--- src/rtl/bus_capture_6502_if.sv ---
// ============================================================================
// Module   : bus_capture_6502_if
// Brief    : 6502 bus pins and register-file side signals of bus_capture_6502.
//            Optional macro BUS_CAPTURE_STATS_EN adds wr_count / rd_count.
// Revision : 1.0 - initial release
// ============================================================================
`default_nettype none

interface bus_capture_6502_if;
  logic       clk_ext1;
  logic       cs;
  logic       wren;
  logic [3:0] rs;
  logic [7:0] data_in;
  logic [3:0] addr;
  logic [7:0] wdata;
  logic       wr_stb;
  logic       rd_stb;
  logic       drive_en;
  logic       abort_err;
`ifdef BUS_CAPTURE_STATS_EN
  logic [15:0] wr_count;
  logic [15:0] rd_count;

  modport master (
    output clk_ext1, cs, wren, rs, data_in,
    input  addr, wdata, wr_stb, rd_stb, drive_en, abort_err, wr_count, rd_count
  );
  modport slave (
    input  clk_ext1, cs, wren, rs, data_in,
    output addr, wdata, wr_stb, rd_stb, drive_en, abort_err, wr_count, rd_count
  );
`else
  modport master (
    output clk_ext1, cs, wren, rs, data_in,
    input  addr, wdata, wr_stb, rd_stb, drive_en, abort_err
  );
  modport slave (
    input  clk_ext1, cs, wren, rs, data_in,
    output addr, wdata, wr_stb, rd_stb, drive_en, abort_err
  );
`endif
endinterface

`default_nettype wire

--- src/rtl/bus_capture_6502.sv ---
// ============================================================================
// Module   : bus_capture_6502
// Brief    : Synchronises 6502 phi2/cs/wren into clk_int50 and turns each
//            selected bus cycle into single-cycle wr_stb / rd_stb strobes.
//            Optional macro BUS_CAPTURE_STATS_EN adds write/read counters.
// Revision : 1.0 - initial release
// ============================================================================
`default_nettype none

module bus_capture_6502 #(
  parameter int SYNC_STAGES = 2,   // legal 2..4
  parameter int SETTLE_CYC  = 20   // legal 4..63
) (
  input  wire logic         clk_int50,
  input  wire logic         rst,
  bus_capture_6502_if.slave bus
);

  typedef enum logic [1:0] {
    S_IDLE      = 2'd0,
    S_WSETTLE   = 2'd1,
    S_RHOLD     = 2'd2,
    S_WAIT_FALL = 2'd3
  } state_t;

  // Counter runs from 0 after the detected rise; strobe fires when its next
  // value reaches SETTLE_CYC-1, i.e. SETTLE_CYC cycles after the rise is seen.
  localparam logic [5:0] c_SETTLE_LAST = 6'(SETTLE_CYC - 1);

  logic [SYNC_STAGES-1:0] r_phi2_sync;
  logic [SYNC_STAGES-1:0] r_cs_sync;
  logic [SYNC_STAGES-1:0] r_wren_sync;
  logic                   r_phi2_prev;
  logic [3:0]             r_rs;
  logic [7:0]             r_data;

  state_t     r_state;
  logic [5:0] r_settle_cnt;
  logic [3:0] r_addr;
  logic [7:0] r_wdata;
  logic       r_wr_stb;
  logic       r_rd_stb;
  logic       r_drive_en;
  logic       r_abort_err;

  logic       w_phi2_s;
  logic       w_cs_s;
  logic       w_wren_s;
  logic       w_phi2_rise;
  logic       w_phi2_fall;
  logic [5:0] w_cnt_inc;

  always_ff @(posedge clk_int50 or posedge rst) begin
    if (rst) begin
      r_phi2_sync <= '0;
      r_cs_sync   <= '0;
      r_wren_sync <= '0;
      r_phi2_prev <= 1'b0;
      r_rs        <= 4'd0;
      r_data      <= 8'd0;
    end else begin
      r_phi2_sync <= {r_phi2_sync[SYNC_STAGES-2:0], bus.clk_ext1};
      r_cs_sync   <= {r_cs_sync[SYNC_STAGES-2:0],   bus.cs};
      r_wren_sync <= {r_wren_sync[SYNC_STAGES-2:0], bus.wren};
      r_phi2_prev <= w_phi2_s;
      r_rs        <= bus.rs;
      r_data      <= bus.data_in;
    end
  end

  assign w_phi2_s    = r_phi2_sync[SYNC_STAGES-1];
  assign w_cs_s      = r_cs_sync[SYNC_STAGES-1];
  assign w_wren_s    = r_wren_sync[SYNC_STAGES-1];
  assign w_phi2_rise =  w_phi2_s & ~r_phi2_prev;
  assign w_phi2_fall = ~w_phi2_s &  r_phi2_prev;
  assign w_cnt_inc   = r_settle_cnt + 6'd1;

  always_ff @(posedge clk_int50 or posedge rst) begin
    if (rst) begin
      r_state      <= S_IDLE;
      r_settle_cnt <= 6'd0;
      r_addr       <= 4'd0;
      r_wdata      <= 8'd0;
      r_wr_stb     <= 1'b0;
      r_rd_stb     <= 1'b0;
      r_drive_en   <= 1'b0;
      r_abort_err  <= 1'b0;
    end else begin
      r_wr_stb <= 1'b0;
      r_rd_stb <= 1'b0;
      case (r_state)
        S_IDLE: begin
          // cs/wren are only looked at here, so later changes in a cycle are ignored
          if (w_phi2_rise && !w_cs_s) begin
            r_addr <= r_rs;
            if (!w_wren_s) begin
              r_settle_cnt <= 6'd0;
              r_state      <= S_WSETTLE;
            end else begin
              r_rd_stb   <= 1'b1;
              r_drive_en <= 1'b1;
              r_state    <= S_RHOLD;
            end
          end
        end
        S_WSETTLE: begin
          r_settle_cnt <= w_cnt_inc;
          if (w_cnt_inc == c_SETTLE_LAST) begin
            r_wdata  <= r_data;
            r_wr_stb <= 1'b1;
            r_state  <= S_WAIT_FALL;
          end else if (w_phi2_fall) begin
            r_abort_err <= 1'b1;
            r_state     <= S_IDLE;
          end
        end
        S_RHOLD: begin
          if (w_phi2_fall) begin
            r_drive_en <= 1'b0;
            r_state    <= S_IDLE;
          end
        end
        S_WAIT_FALL: begin
          if (w_phi2_fall) begin
            r_state <= S_IDLE;
          end
        end
        default: begin
          r_drive_en <= 1'b0;
          r_state    <= S_IDLE;
        end
      endcase
    end
  end

  assign bus.addr      = r_addr;
  assign bus.wdata     = r_wdata;
  assign bus.wr_stb    = r_wr_stb;
  assign bus.rd_stb    = r_rd_stb;
  assign bus.drive_en  = r_drive_en;
  assign bus.abort_err = r_abort_err;

`ifdef BUS_CAPTURE_STATS_EN
  logic [15:0] r_wr_count;
  logic [15:0] r_rd_count;

  always_ff @(posedge clk_int50 or posedge rst) begin
    if (rst) begin
      r_wr_count <= 16'd0;
      r_rd_count <= 16'd0;
    end else begin
      if (r_wr_stb) r_wr_count <= r_wr_count + 16'd1;
      if (r_rd_stb) r_rd_count <= r_rd_count + 16'd1;
    end
  end

  assign bus.wr_count = r_wr_count;
  assign bus.rd_count = r_rd_count;
`endif

endmodule

`default_nettype wire

--- src/flat_wrapper.sv ---
// flat-port wrapper written by rule: the top's interface ports become plain ports
module bus_capture_6502_flat 
#(
  parameter int SYNC_STAGES = 2,                
  parameter int SETTLE_CYC  = 20                 
)
  (clk_int50, rst, bus_clk_ext1, bus_cs, bus_wren, bus_rs, bus_data_in, bus_addr, bus_wdata, bus_wr_stb, bus_rd_stb, bus_drive_en, bus_abort_err);
  bus_capture_6502_if bus_i ();
  input  wire logic clk_int50;
  input  wire logic rst;
  input wire logic [$bits(bus_i.clk_ext1)-1:0] bus_clk_ext1;
  input wire logic [$bits(bus_i.cs)-1:0] bus_cs;
  input wire logic [$bits(bus_i.wren)-1:0] bus_wren;
  input wire logic [$bits(bus_i.rs)-1:0] bus_rs;
  input wire logic [$bits(bus_i.data_in)-1:0] bus_data_in;
  output wire logic [$bits(bus_i.addr)-1:0] bus_addr;
  output wire logic [$bits(bus_i.wdata)-1:0] bus_wdata;
  output wire logic [$bits(bus_i.wr_stb)-1:0] bus_wr_stb;
  output wire logic [$bits(bus_i.rd_stb)-1:0] bus_rd_stb;
  output wire logic [$bits(bus_i.drive_en)-1:0] bus_drive_en;
  output wire logic [$bits(bus_i.abort_err)-1:0] bus_abort_err;
  assign bus_i.clk_ext1 = bus_clk_ext1;
  assign bus_i.cs = bus_cs;
  assign bus_i.wren = bus_wren;
  assign bus_i.rs = bus_rs;
  assign bus_i.data_in = bus_data_in;
  assign bus_addr = bus_i.addr;
  assign bus_wdata = bus_i.wdata;
  assign bus_wr_stb = bus_i.wr_stb;
  assign bus_rd_stb = bus_i.rd_stb;
  assign bus_drive_en = bus_i.drive_en;
  assign bus_abort_err = bus_i.abort_err;
  bus_capture_6502 #(.SYNC_STAGES(SYNC_STAGES), .SETTLE_CYC(SETTLE_CYC)) u_core (.clk_int50(clk_int50), .rst(rst), .bus(bus_i));
endmodule
--- config.mk ---
export PLATFORM = sky130hd
export DESIGN_NAME = bus_capture_6502_flat
export DESIGN_NICKNAME = d
export VERILOG_FILES = /design/src/rtl/bus_capture_6502_if.sv /design/src/rtl/bus_capture_6502.sv /design/src/flat_wrapper.sv
export SDC_FILE = /design/constraint.sdc
export NUM_CORES = 1
export LEC_CHECK = 0
export CORE_UTILIZATION = 50
export DETAILED_ROUTE_END_ITERATION = 10
export PLACE_DENSITY = 0.79
export RECOVER_POWER = 50
export SYNTH_ARGS = -nofsm -noshare
export SYNTH_HDL_FRONTEND = slang
export SYNTH_SLANG_ARGS = --single-unit
--- constraint.sdc ---
create_clock -name clk_int50 -period 5 [get_ports clk_int50]
set_input_delay 0.5 -clock clk_int50 [delete_from_list [all_inputs] [get_ports clk_int50]]
set_output_delay 0.5 -clock clk_int50 [all_outputs]
set_load 0.01 [all_outputs]
==> results of run 1 <==
-- Yosys cell counts (2+ instances only) --
cell type / instances / share of area (%)
xor2_1: 2 / 1.1
nand2_1: 8 / 1.9
inv_1: 4 / 0.96
a31oi_1: 2 / 0.80
mux2_2: 5 / 3.6
nand2b_1: 2 / 0.80
ha_1: 2 / 1.6
nor2_1: 6 / 1.4
nand3_1: 3 / 0.96
dfrtp_1: 43 / 69
mux2_4: 7 / 6.7
o21ai_0: 9 / 2.9
-- through the flow --
stage / instances / power, mW / setup slack [ns] / hold slack, ns / cell area [sq um]
finish: 178 / 0.7171 / 2.392 / 0.3604 / 1961
global route: 178 / 0.7620 / 1.890 / 0.3682 / 1961
CTS: 178 / 0.7301 / 3.117 / 0.3643 / 1964
detailed placement: 170 / 0.5729 / 3.139 / 0.3371 / 1912
global placement: 170 / 0.5660 / 3.185 / 0.3336 / 1912
floorplan: 108 / 0.5027 / 3.262 / 0.3312 / 1569
-- routing by layer --
layer / GRT usage, % / routed length [um] / vias to the layer above
met3: 4.688 / 99 / 2
met2: 27.42 / 1224 / 24
li1: - / - / 445
met1: 20.77 / 1028 / 472
met4: 7.143 / 17 / 0
met5: 0 / 0 / -
-- power breakdown --
group | switching, mW | internal, mW
combinational | 0.0607 | 0.0769
sequential | 0.0361 | 0.389
clock | 0.102 | 0.0525
-- final timing paths --
path                                             start                   to  slack (ns)  cells past startpoint
worst min-delay path               u_core.r_cs_sync[0]  u_core.r_cs_sync[1]        0.36                      0
worst max register to register  u_core.r_settle_cnt[0]  u_core.bus.wdata[7]        3.11                      6
max in group clk_int50          u_core.r_settle_cnt[0]  u_core.bus.wdata[7]        3.11                      6
worst min register to register     u_core.r_cs_sync[0]  u_core.r_cs_sync[1]        0.36                      0
min in group asynchronous                          rst  u_core.bus.wdata[3]        1.38                      3
worst max-delay path                               rst    u_core.r_state[0]        2.39                      3
-- state kept, by name, summed over array words and instances, names as in the netlist, 2 cells and up --
register,cells
u_core.r_settle_cnt,6
u_core.r_data,8
u_core.r_state,2
u_core.r_phi2_sync,2
u_core.bus.wdata,8
u_core.r_rs,4
u_core.r_wren_sync,2
u_core.bus.addr,4
u_core.r_cs_sync,2
-- critical path, stage by stage --
cell           delay, ns
dlygate4sd3_1       0.53
inv_1               0.05
clkbuf_1            1.52
-- cell type report --
| cell class | count | share of cell area, % |
|---|---|---|
| tap | 31 | 1.978 |
| multi-input combinational | 59 | 23.17 |
| inverter | 4 | 0.7658 |
| clock buffer | 5 | 1.914 |
| sequential | 43 | 54.88 |
| timing repair buffer | 33 | 16.53 |
| clock inverter | 3 | 0.7658 |
-- cells by family after synthesis --
group	share of synthesized area (%)
flops	68.58
mux	10.29
xor+xnor	1.675
compound gates	7.974
fa+ha+maj	1.595
buf+inv	2.472
simple gates	7.416
==> run metrics, run 1 <==
cells after synthesis 108; YS warnings 0; # fillers 216; Clock Pin Slew Worst Setup and Hold Paths 0.11 ns; setup tns final 0 ns; post-CTS sizing 0; Post-Syn Area 0.001569 sq mm; core box area 0.002853 sq mm; count of pins over their slew limit 44; PD cells 365.8 mW/mm^2; commonest non-fill, non-tap cell in the layout dfrtp_1; fin nets 165; antenna diode count 0; number of hold buffers added after CTS 0; GRT Residual Overflow 0; Pleak 0.8725 nW; Highest Clock Rate 0.3834 GHz; gp weighted congestion 0.7169; mean routed wirelength per cell 13.31 um; die width 58.02 um; Tmin final 2.608 ns; Setup Viol. Count Final 0; setup bufs post-CTS 0; Tightest Pin Transition 2.146 ns; clock sinks 43; synthesized net count 127; vias in the first global route 967; CTS Buf Count 5; share of cells above drive strength 1 17.01%; IR drop worst, VDD 0.2813 mV; Worst Path Required 5.02 ns; drt pass-1 iters 7; post-synthesis sequential area ratio 68.58%; Final Cycle Share 52.16%; PortBufs 32; vias 943; Most used DFF post-synth dfrtp_1; Rows 19; CP Capture Type async pin; clk root buf clkbuf_4; initial antenna violation count 0; max_cap viols 1; Final Skew 0.01174 ns; worst-skew pair later-pin latency 0.33 ns; most frequent cells in the layout dfrtp_1, dlygate4sd3_1, clkdlybuf4s50_1; clock buffer depth 2; kind of critical path input port to async pin; largest net degree at the start of global routing 44; violated checks DRC, capacitance limit, slew limit; final wirelength 2370 um; CP arrival 2.63 ns; final hold violations 0; FF+latch count, synth 43; Remaining DRCs 2; HPWL Detailed 1704 um; remaining antenna violation count after routing 0; CTS tree yes; overall routing resource usage 16.67%; Initial Util 55.00%; I/O Pins 33; RSZ-0062 raised after global routing false; Unique masters post-synth 27; sequential cell area 0.001076 sq mm; Hold/Removal Path Class register to register; status finished, violations left; asr flop ratio synth 100.0%; final design utilization 68.73%; Initial DRC Count 33; global-route wire length before repair 4077 um; type of origin of the critical path input port; die area 0.003366 sq mm; H-tree levels 2; Layout area overhead 24.96%; Max transition margin -43.07%; Syn Area/Cell 14.53 sq um; Multi-input gate area 454.2 sq um; CP Max Fanout 43; via/cell ratio 5.298; Die Y 58.02 um; Post-synth EDFFs 0
Note: power is estimated with default switching activity, not from simulation.
==> run 2: changes to the inputs <==
Settings changed: CORE_UTILIZATION 50 to 44, PLACE_DENSITY 0.79 to 0.73.
Clock period 5 ns to 2.2 ns, I/O delays scaled along.
==> run 2 against run 1 <==
The flow now finishes without violations; non-clock buffer count unchanged; register-to-register slack lost 2.8 ns; critical path depth grew 3; flip-flop and latch count did not move; sequential power rose by 130%; first-iteration DRC count shrank 24%; global-route usage decreased by 1.3 points; via count increased by 0.64%; utilization down 8.7 points; hold slack gained 0.0033 ns; combinational power increased by 130%; critical path type is now register to register; largest cell class unchanged; largest power group unchanged.
==> run metrics, run 2 (synthesized netlist as in run 1, its figures left out) <==
status completed; final wirelength 2549 um (+7.6%); setup tns final 0 ns (unchanged); Tightest Pin Transition 1.002 ns (-1.144 ns); Seq pwr share 53.3% (-6.0 points); remaining antenna violation count after routing 0 (unchanged); die width 61.72 um (+6.4%); CP Capture Type register; internal power 1.334 mW (+160%); Rows 21 (+2); number of hold buffers added after CTS 0 (unchanged); die area 0.003809 sq mm (+13%); commonest non-fill, non-tap cell in the layout dfrtp_1; Remaining DRCs 0 (-2); CTS tree yes; count of pins over their slew limit 0 (-100%); IR drop worst, VDD 0.6351 mV (+130%); clk root buf clkbuf_4; GRT Residual Overflow 0 (unchanged); via/cell ratio 4.917 (-7.2%); Initial Util 46.65% (-8.3 points); Initial DRC Count 25 (-24%); clock sinks 43 (unchanged); post-CTS sizing 0 (unchanged); HPWL Detailed 1765 um (+3.6%); vias in the first global route 931 (-3.7%); Pleak 0.8896 nW (+2.0%); power share of the clock group 29.3% (+7.8 points); Sw Ratio 26.36% (-1.3 points); share of cells above drive strength 1 17.69% (+0.68 points); Final Cycle Share 85.38%; largest net degree at the start of global routing 44 (unchanged); antenna diode count 0 (unchanged); final hold violations 0 (unchanged); worst-skew pair later-pin latency 0.35 ns (+0.02 ns); drt pass-1 iters 4 (-3); mean routed wirelength per cell 13.21 um (-0.81%); fin nets 165 (unchanged); # fillers 299 (+38%); Layout area overhead 28.63%; placed instance area 0.001931 sq mm (+0.98%); global-route wire length before repair 3995 um (-2.0%); core box area 0.003363 sq mm (+18%); RSZ-0062 raised after global routing false; sequential cell area 0.001076 sq mm (unchanged); most frequent cells in the layout dfrtp_1, dlygate4sd3_1, clkdlybuf4s50_1; vias 949 (+0.64%); initial antenna violation count 0 (unchanged); worst hold margin 0.3637 ns (+0.003286 ns); Final Cell Area 0.002018 sq mm (+2.9%); Die Y 61.72 um (+6.4%); CP Max Fanout 11 (-74%); PD cells 897.6 mW/mm^2 (+150%); H-tree levels 2 (unchanged); Highest Clock Rate 0.5324 GHz; I/O Pins 33 (unchanged); type of origin of the critical path register; Max transition margin 33.20% (+76 points); Multi-input gate area 454.2 sq um (unchanged); Clock Pin Slew Worst Setup and Hold Paths 0.13 ns (+0.02 ns); Tmin final 1.878 ns; kind of critical path register to register; gp weighted congestion 0.7782 (+8.6%); Final Skew 0.01266 ns (+0.0009162 ns); PortBufs 32 (unchanged); Setup Viol. Count Final 0 (unchanged); CTS Buf Count 5 (unchanged); CP arrival 2.14 ns (-0.49 ns); max_cap viols 0 (-1); crit-path cells ha_1 -> nor2_1 -> nand2_1 -> a21boi_2 -> and4_4 -> mux2_2; power share of the combinational group 17.4% (-1.8 points); Final WS setup 0.3216 ns (-2.070 ns); Worst Path Required 2.46 ns (-2.56 ns); CP max stage delay 0.45 ns (-1.07 ns); Switch Pwr 0.4775 mW (+140%); overall routing resource usage 15.34% (-1.3 points); setup bufs post-CTS 0 (unchanged); slowest CP cell dfrtp_1; pre-CTS setup slack 0.3184 ns (-2.820 ns); Hold/Removal Path Class register to register; clock buffer depth 2 (unchanged)
## run 2: area by class of cell
cell class	instances	share of cell area, %
Clock buffer	6	2.542
Multi-Input combinational cell	59	22.50
Timing Repair Buffer	33	16.12
Inverter	4	0.7440
Sequential cell	43	53.32
Clock inverter	2	1.922
Tap cell	46	2.852
## run 2: metrics by stage
| step | util [%] | instances | total power [mW] |
|---|---|---|---|
| finish | 60.01 | 193 | 1.812 |
| detailed placement | 57.40 | 185 | 1.305 |
| floorplan | - | 108 | 1.142 |
| global route | 60.01 | 193 | 1.918 |
| CTS | 60.08 | 193 | 1.840 |
| global placement | 57.40 | 185 | 1.287 |
## run 2: path summary, 6_finish.rpt
kind                       cells after the start             endpoint              startpoint  slack [ns]
max                                            6  u_core.bus.wdata[7]  u_core.r_settle_cnt[0]        0.32
min                                            0  u_core.r_cs_sync[1]     u_core.r_cs_sync[0]        0.36
max reg2reg                                    6  u_core.bus.wdata[7]  u_core.r_settle_cnt[0]        0.32
min reg2reg                                    0  u_core.r_cs_sync[1]     u_core.r_cs_sync[0]        0.36
max in group asynchronous                      3     u_core.r_data[5]                     rst        0.97
min in group asynchronous                      3    u_core.bus.wr_stb                     rst        0.60
## run 2: worst max-delay path, delay by kind of cell (launching register included)
| family | cells | cell delay, ns |
|---|---|---|
| and+or+nand+nor | 3 | 0.56 |
| muxes | 1 | 0.36 |
| AOI/OAI and AO/OA | 1 | 0.16 |
| adders and majority gates | 1 | 0.27 |
| DFF | 1 | 0.45 |
## run 2: routing by layer
metal  vias up  track usage [%]  routed length, um
met4         0            7.619                 56
li1        448                -                  -
met2        22            25.04               1305
met5         -                0                  0
met1       474            17.95               1091
met3         5            5.590                 95
## run 2: power by group through the flow
| stage | clock network (mW) | registers [mW] | logic [mW] |
|---|---|---|---|
| global placement | 0 | 0.973 | 0.314 |
| finish | 0.530 | 0.966 | 0.315 |
| global route | 0.582 | 0.982 | 0.354 |
| CTS | 0.547 | 0.966 | 0.327 |
| detailed placement | 0 | 0.980 | 0.325 |
| floorplan | 0 | 0.985 | 0.157 |
==> run 3: changes to the inputs <==
Settings changed: GPL_TIMING_DRIVEN set to 0, PLACE_DENSITY 0.73 to 0.71.
==> run 3 against run 2 <==
The flow now finishes with violations (capacitance limit, slew limit); first-iteration DRC count shrank 4.0%; non-clock buffer count grew 1; final cell count increased by 0.52%; clock skew is 0.0021 ns lower; clock power decreased by 30%; count of clock-buffer cells in the layout did not move; global-route usage fell by 0.30 points; design area shrank 0.87%.
==> run metrics, run 3 (synthesized netlist as in run 1, its figures left out) <==
status finished, violations left; violated checks capacitance limit, slew limit; crit-path cells ha_1 -> nor2_1 -> nand2_1 -> a21boi_2 -> and4_4 -> buf_12 -> mux2_4; CTS tree yes; Die Y 61.72 um (unchanged); PortBufs 32 (unchanged); Hold/Removal Path Class register to register; Final Skew 0.01054 ns (-0.002116 ns); placed instance area 0.001947 sq mm (+0.84%); number of hold buffers added after CTS 0 (unchanged); Pleak 0.8741 nW (-1.7%); vias 973 (+2.5%); Clock Pin Slew Worst Setup and Hold Paths 0.12 ns (about the same); setup bufs post-CTS 0 (unchanged); mean routed wirelength per cell 12.89 um (-2.4%); clock sinks 43 (unchanged); HPWL Detailed 1708 um (-3.2%); Initial Util 46.65% (unchanged); setup tns final 0 ns (unchanged); remaining antenna violation count after routing 0 (unchanged); post-CTS sizing 0 (unchanged); Final Cell Area 0.002001 sq mm (-0.87%); Remaining DRCs 0 (unchanged); antenna diode count 0 (unchanged); most frequent cells in the layout dfrtp_1, dlygate4sd3_1, clkdlybuf4s50_1; core box area 0.003363 sq mm (unchanged); final wirelength 2500 um (-1.9%); die width 61.72 um (unchanged); worst-skew pair later-pin latency 0.35 ns (about the same); largest net degree at the start of global routing 44 (unchanged); count of pins over their slew limit 44 (+44); Setup Viol. Count Final 0 (unchanged); CTS Buf Count 5 (unchanged); clk root buf clkbuf_4; CP max stage delay 0.45 ns (about the same); overall routing resource usage 15.04% (-0.30 points); global-route wire length before repair 3919 um (-1.9%); Rows 21 (unchanged); IR drop worst, VDD 0.4887 mV (-23%); CP Capture Type register; max_cap viols 1 (+1); Final Cycle Share 85.07% (-0.31 points); CP Max Fanout 10 (-1); gp weighted congestion 0.8151 (+4.7%); Max transition margin -2.008% (-35 points); GRT Residual Overflow 0 (unchanged); H-tree levels 2 (unchanged); commonest non-fill, non-tap cell in the layout dfrtp_1; initial antenna violation count 0 (unchanged); Layout area overhead 27.51%; slowest CP cell dfrtp_1; PD cells 826.3 mW/mm^2 (-7.9%); RSZ-0062 raised after global routing false; Tightest Pin Transition 1.528 ns (+0.5265 ns); Worst Path Required 2.44 ns (-0.02 ns); I/O Pins 33 (unchanged); final hold violations 0 (unchanged); share of cells above drive strength 1 16.89% (-0.80 points); fin nets 166 (+0.61%); type of origin of the critical path register; kind of critical path register to register; Highest Clock Rate 0.5343 GHz (+0.36%); drt pass-1 iters 4 (unchanged); via/cell ratio 5.015 (+2.0%); clock buffer depth 2 (unchanged); Initial DRC Count 24 (-4.0%); Tmin final 1.872 ns (-0.006786 ns); die area 0.003809 sq mm (unchanged); vias in the first global route 905 (-2.8%); CP arrival 2.11 ns (-0.03 ns)
-- run 3: cell types whose count changed in the layout (fill, tap and decap cells not counted) --
cell        previous run  this run
clkbuf_1               0         2
bufinv_16              1         0
clkbuf_8               1         0
clkinvlp_4             0         1
clkinv_2               0         1
clkbuf_2               1         0
buf_12                 0         1
inv_6                  1         0
-- run 3: report_power, final --
part / switching (mW) / internal [mW] / total [mW]
combinational: 0.139 / 0.176 / 0.315
sequential: 0.0846 / 0.884 / 0.969
clock: 0.246 / 0.124 / 0.369
-- run 3: per-layer routing --
| layer | share of wire [%] | track usage (%) | vias to the layer above |
|---|---|---|---|
| met2 | 48 | 23.20 | 26 |
| met1 | 44 | 18.11 | 493 |
| li1 | - | - | 448 |
| met5 | 0 | 0 | - |
| met3 | 5.3 | 7.039 | 6 |
| met4 | 1.9 | 6.667 | 0 |
-- run 3: final timing paths --
| path | from | to | slack (ns) | cells past startpoint |
|---|---|---|---|---|
| worst min register to register | u_core.r_wren_sync[0] | u_core.r_wren_sync[1] | 0.36 | 0 |
| worst min-delay path | u_core.r_wren_sync[0] | u_core.r_wren_sync[1] | 0.36 | 0 |
| max in group asynchronous | rst | u_core.bus.rd_stb | 0.55 | 2 |
| worst max register to register | u_core.r_settle_cnt[0] | u_core.bus.wdata[3] | 0.33 | 7 |
| worst max-delay path | u_core.r_settle_cnt[0] | u_core.bus.wdata[3] | 0.33 | 7 |
| min in group asynchronous | rst | u_core.bus.wdata[5] | 0.76 | 2 |
-- run 3: cell type report --
cell class,count,area [sq um]
inverter,4,15.01
buffer,2,23.77
sequential,43,1076
fill,308,1363
clock inverter,2,12.51
multi-input combinational,59,454.2
clock buffer,6,41.29
timing repair buffer,32,320.3
tap,46,57.56
-- run 3: worst max-delay path: cells and delay by family, from the launching register on --
family	cells	cell delay, ns
flip-flops	1	0.45
AND/OR/NAND/NOR	3	0.44
multiplexers	1	0.30
adder cells (fa/ha/maj)	1	0.27
AO/OA/AOI/OAI	1	0.17
buffers and inverters	1	0.14
-- run 3: per-stage QoR --
step | instances | utilization (%) | setup slack, ns | hold slack [ns] | power (mW)
after floorplan | 108 | - | 0.4620 | 0.2514 | 1.142
after global placement | 186 | 57.89 | 0.2143 | 0.3321 | 1.286
after CTS | 194 | 59.49 | 0.3237 | 0.2749 | 1.677
final | 194 | 59.49 | 0.3284 | 0.3627 | 1.653
after global routing | 194 | 59.49 | 0.2274 | 0.3732 | 1.769
after detailed placement | 186 | 57.89 | 0.3470 | 0.3397 | 1.304
